### src/rtl/freqdiv_ctrl.sv
// freqdiv_ctrl: programmable clock divider with a ratio handshake.
// clk_out toggles every cur_div+1 clk cycles. New ratios are taken on a
// valid/ready handshake and only take effect at a clk_out 1->0 boundary
// (or on entry to IDLE), so no phase is ever shortened. Stopping while
// clk_out is high finishes the high phase first.
module freqdiv_ctrl #(
    parameter int unsigned WIDTH       = 8,
    parameter int unsigned DEFAULT_DIV = 1
) (
    input  logic             clk,
    input  logic             reset,
    input  logic             run,
    input  logic [WIDTH-1:0] div_in,
    input  logic             cfg_valid,
    output logic             cfg_ready,
    output logic             clk_out,
    output logic             tick,
    output logic [WIDTH-1:0] cur_div,
    output logic             busy,
    output logic [15:0]      period_cnt
);

    typedef enum logic [1:0] {
        IDLE,
        RUN,
        PEND,
        STOP
    } state_t;

    localparam logic [WIDTH-1:0] DEF_DIV = WIDTH'(DEFAULT_DIV);

    state_t           state_q, state_d;
    logic [WIDTH-1:0] cnt_q, cnt_d;
    logic             clk_out_q, clk_out_d;
    logic             tick_q, tick_d;
    logic [WIDTH-1:0] cur_div_q, cur_div_d;
    logic [WIDTH-1:0] pend_div_q, pend_div_d;
    logic             pend_vld_q, pend_vld_d;
    logic [15:0]      period_q, period_d;

    logic             hs;
    logic             at_end;
    logic             have_held;
    logic [WIDTH-1:0] held_div;

    // A pending ratio blocks further handshakes until it has been applied.
    assign cfg_ready  = ~pend_vld_q;
    assign hs         = cfg_valid & cfg_ready;
    assign at_end     = (cnt_q == cur_div_q);
    // Ratio to install on entry to IDLE: a same-cycle handshake wins,
    // otherwise whatever is already held.
    assign have_held  = hs | pend_vld_q;
    assign held_div   = hs ? div_in : pend_div_q;

    assign clk_out    = clk_out_q;
    assign tick       = tick_q;
    assign cur_div    = cur_div_q;
    assign busy       = (state_q != IDLE);
    assign period_cnt = period_q;

    // Next-state, counter, phase and ratio bookkeeping.
    always_comb begin
        state_d    = state_q;
        cnt_d      = cnt_q;
        clk_out_d  = clk_out_q;
        cur_div_d  = cur_div_q;
        pend_div_d = pend_div_q;
        pend_vld_d = pend_vld_q;
        period_d   = period_q;

        if (hs) begin
            pend_div_d = div_in;
        end

        case (state_q)
            IDLE: begin
                if (hs) begin
                    cur_div_d = div_in;
                end
                if (run) begin
                    state_d   = RUN;
                    cnt_d     = '0;
                    clk_out_d = 1'b0;
                end
            end

            RUN, PEND: begin
                if (!run && !clk_out_q) begin
                    // Low phase: stop immediately, clk_out stays low.
                    state_d   = IDLE;
                    cnt_d     = '0;
                    clk_out_d = 1'b0;
                    if (have_held) begin
                        cur_div_d = held_div;
                    end
                    pend_vld_d = 1'b0;
                end else begin
                    if (hs) begin
                        pend_vld_d = 1'b1;
                        state_d    = PEND;
                    end
                    if (at_end) begin
                        cnt_d     = '0;
                        clk_out_d = ~clk_out_q;
                        if (clk_out_q) begin
                            period_d = period_q + 16'd1;
                            if (!run) begin
                                state_d = IDLE;
                                if (have_held) begin
                                    cur_div_d = held_div;
                                end
                                pend_vld_d = 1'b0;
                            end else if (state_q == PEND) begin
                                // A ratio accepted this very cycle is not
                                // pending yet (state_q is RUN), so it waits
                                // for the following boundary.
                                cur_div_d  = pend_div_q;
                                pend_vld_d = 1'b0;
                                state_d    = RUN;
                            end
                        end
                    end else begin
                        cnt_d = cnt_q + 1'b1;
                        if (!run) begin
                            state_d = STOP;
                        end
                    end
                end
            end

            STOP: begin
                if (hs) begin
                    pend_vld_d = 1'b1;
                end
                if (at_end) begin
                    cnt_d     = '0;
                    clk_out_d = 1'b0;
                    period_d  = period_q + 16'd1;
                    state_d   = IDLE;
                    if (have_held) begin
                        cur_div_d = held_div;
                    end
                    pend_vld_d = 1'b0;
                end else begin
                    cnt_d = cnt_q + 1'b1;
                end
            end

            default: begin
                state_d = IDLE;
            end
        endcase

        tick_d = ~clk_out_q & clk_out_d;
    end

    // State register with synchronous reset.
    always_ff @(posedge clk) begin
        if (reset) begin
            state_q    <= IDLE;
            cnt_q      <= '0;
            clk_out_q  <= 1'b0;
            tick_q     <= 1'b0;
            cur_div_q  <= DEF_DIV;
            pend_div_q <= '0;
            pend_vld_q <= 1'b0;
            period_q   <= '0;
        end else begin
            state_q    <= state_d;
            cnt_q      <= cnt_d;
            clk_out_q  <= clk_out_d;
            tick_q     <= tick_d;
            cur_div_q  <= cur_div_d;
            pend_div_q <= pend_div_d;
            pend_vld_q <= pend_vld_d;
            period_q   <= period_d;
        end
    end

endmodule

### config.mk
export PLATFORM = sky130hd
export DESIGN_NAME = freqdiv_ctrl
export DESIGN_NICKNAME = d
export VERILOG_FILES = /design/src/rtl/freqdiv_ctrl.sv
export SDC_FILE = /design/constraint.sdc
export NUM_CORES = 1
export LEC_CHECK = 0
export ABC_CLOCK_PERIOD_IN_PS = 2350
export BUFFER_PORTS_ARGS = -buffer_cell sky130_fd_sc_hd__buf_4
export CAP_MARGIN = 5
export CORE_MARGIN = 1.5
export CORE_UTILIZATION = 57
export CTS_BUF_LIST = sky130_fd_sc_hd__clkbuf_8 sky130_fd_sc_hd__clkbuf_16
export CTS_CLUSTER_DIAMETER = 150
export CTS_CLUSTER_SIZE = 20
export DETAILED_ROUTE_END_ITERATION = 10
export GPL_TIMING_DRIVEN = 1
export PLACE_DENSITY = 0.87
export SLEW_MARGIN = 0
export SYNTH_ARGS = -nofsm -noshare
export SYNTH_HDL_FRONTEND = slang
export SYNTH_SLANG_ARGS = --single-unit
### constraint.sdc
create_clock -name clk -period 2.35 [get_ports clk]
set_input_delay 0.47 -clock clk [delete_from_list [all_inputs] [get_ports clk]]
set_output_delay 0.47 -clock clk [all_outputs]
set_load 0.1 [all_outputs]
==> impl_metrics.yaml <==
pwr:
  leakage_nw: 1.275
  combPwrFrac_pct: 35.1
  p_clk_share_pct: 23.6
  p_seq_share_pct: 41.3
  power_mw: 2.097
  worst_ir_drop_vdd_mv: 0.4766
  p_int_mw: 1.259
  p_sw_share_pct: 39.95
  net-switching-power_mw: 0.8378
  power.density_nw_per_um2: 683.3
clocking:
  clk_latency_ps: 300
  cts_htree_levels: 2
  clock_path_buffers: 2
  cts.clk_slew.worst_paths_ps: 100
  cts_root_buf: "clkbuf_8"
  ctsHoldBuffers: 0
  cts_setup_buffers: 0
  numCtsBuffers: 5
  cts_tree: "yes"
  clock-sinks: 45
  post_cts_resized: 0
logic_synthesis:
  synthMuxAreaShare_pct: 10.60
  synth_nets: 321
  synth_compound_area_share_pct: 15.05
  syn_inst: 301
  yosys_most_used_dff: "dfxtp_1"
  yosys.area_share.adder_pct: 3.872
  synth-simple-area-share_pct: 23.18
  ys_seq_area_share_pct: 34.85
  synth.area.top_cells: "dfxtp_1 (35%), mux2i_1 (7.0%), a21oi_1 (5.2%), nand2_1 (4.6%), nor2_1 (4.4%)"
  ys_types: 44
  synth_top_family_by_area: "simple AND/OR/NAND/NOR gates"
  ys.warnings.count: 0
  async_reset_ff_share_pct: 0
  synth_area_leader_cell: "dfxtp_1"
  synth_seq_cells: 45
  synth_edf_count: 0
  netlist_area_um2: 2585
  synth.top_cell.area_share_pct: 34.85
  postSynthAreaPerCell_um2: 8.588
  synth-xor-area-share_pct: 8.955
status:
  status: "completed"
route:
  wirelength_um: 6106
  post_drt_via_cell_ratio: 5.809
  dr.pass1.iters: 5
  vias: 2306
  drt_first_iter_violations: 76
  wl_per_cell_um: 15.38
  drc: 0
  postRouteAntennaNets: 0
worst_setup_path:
  critPathKind: "reg2reg"
  start_kind: "flip-flop"
  required_ps: 2530
  timing.rr.start: "state_q[0]"
  timing.rr.end: "period_cnt[12]"
  cp_max_fo: 6
  cp.arrival_ps: 2410
  endpoint_kind: "flip-flop"
  regToRegSetupSlack_ps: 120
  reg2regPathDepth: 8
run:
  maxCapViolCount: 0
final_layout:
  nets: 364
  final_cell_mix: "buf_4 (49), dfxtp_1 (34), nand2_1 (32)"
  antenna_cells: 0
  layout_commonest_cell: "buf_4"
  syn2layout_area_growth_pct: 18.73
  drive_above_1_share_pct: 26.38
  stdcell_area_um2: 3069
hold_path:
  hold_start: "div_in[0]"
  hold_class: "in2reg"
  hold_end: "pend_div_q[0]"
  whs_path_depth: 3
floorplan:
  pin_count: 40
  core-area_um2: 4354
  die_y_um: 70.34
  fp.dieArea_um2: 4948
  fp.dieW_um: 70.34
  rows: 24
  start_util_pct: 59.37
placed_design:
  post-dp-hpwl_um: 4362
  port_buffers: 39
  globalplace.congestion: 0.9685
  place_area_um2: 2979
global_route:
  grt_max_degree: 46
  grt_antenna_before_repair: 0
  grtUsageTotal_pct: 24.84
  overflow: 0
  grt_pass1_vias: 2239
  grt_pass1_wl_um: 10010
timing:
  fin_crit_sh_pct: 94.68
  slew_headroom_pct: 58.63
  rsz0062_at_grt: "false"
  period_minus_slack_ps: 2225
  final_max_slew_viol_count: 0
  finalHoldViolCount: 0
  fin_skew_ps: 10.44
  max_freq_mhz: 449.4
  tightest_slew_ps: 619.2
  finalSetupViolations: 0
  setup_tns_ps: 0
logic make-up after synthesis:
group                    count (synthesis)
AND/OR/NAND/NOR                        111
buffers and inverters                   23
adder cells (fa/ha/maj)                  8
multiplexers                            26
flip-flops                              45
AO/OA/AOI/OAI                           65
XOR/XNOR                                23
final cells by class:
type / count / area (um^2)
clock inverter: 3 / 21.27
inverter: 10 / 37.54
tap: 52 / 65.06
multi-input combinational: 233 / 1594
timing repair buffer: 49 / 367.9
sequential: 45 / 914.6
fill: 355 / 1285
clock buffer: 5 / 68.82
how the worst max path moves through the flow:
stage          slack, ps              to  cells after the start        from
2_1_floorplan         90      cur_div[6]                      7  pend_vld_q
3_3_place_gp         220  period_cnt[12]                      8  state_q[0]
3_5_place_dp         140  period_cnt[12]                      8  state_q[0]
4_1_cts              130  period_cnt[12]                      8  state_q[0]
5_1_grt                1  period_cnt[12]                      8  state_q[0]
6_report             120  period_cnt[12]                      8  state_q[0]
synthesized netlist by cell type (all sizes together) (4+ instances only):
cell and instances:
dfxtp 45, nand2 32, nor2 31, a21oi 27, mux2i 18, o21ai 17, nand3 12, xnor2 12
clkbuf 11, xor2 11, inv 9, nand4 9, ha 8, mux2 8, and3 7, o21a 7
nor3 6, nand3b 4
worst max-delay path, stage by stage, from the launching register on:
cell and delay (ps):
dfxtp_1 440, inv_1 120, ha_1 380, mux2_4 240, nand3_4 90, or4_4 470
nor4_4 170, xnor2_1 150, nor2_1 50
per-layer routing:
| metal | up-vias | GRT usage [%] | routed length, um |
|---|---|---|---|
| met5 | - | 0 | 0 |
| met4 | 0 | 9.188 | 112 |
| met3 | 13 | 4.762 | 262 |
| met2 | 57 | 42.87 | 2993 |
| met1 | 1090 | 30.51 | 2737 |
| li1 | 1146 | - | - |
flip-flops by register name, indices dropped and copies added, names as in the netlist:
name / flops
clk_out: 1
cnt_q: 8
cur_div: 8
pend_div_q: 8
pend_vld_q: 1
period_cnt: 16
state_q: 2
tick: 1
stage by stage:
stage          setup WS [ps]  cells  util, %  hold WS [ps]
5_1_grt                1.136    397    70.49         431.7
2_1_floorplan          85.72    301        -         446.1
4_1_cts                126.0    397    70.49         418.7
3_3_place_gp           221.6    389    68.42         453.0
3_5_place_dp           142.8    389    68.42         460.5
6_report               125.0    397    70.49         423.0
power by group through the flow:
stage / Clock [mW] / Combinational [mW] / Sequential (mW)
4_1_cts: 0.503 / 0.734 / 0.866
6_report: 0.494 / 0.736 / 0.867
2_1_floorplan: 0 / 0.381 / 1.07
3_5_place_dp: 0 / 0.729 / 0.884
3_3_place_gp: 0 / 0.716 / 0.881
5_1_grt: 0.524 / 0.782 / 0.873
(Power assumes the default switching activity.)
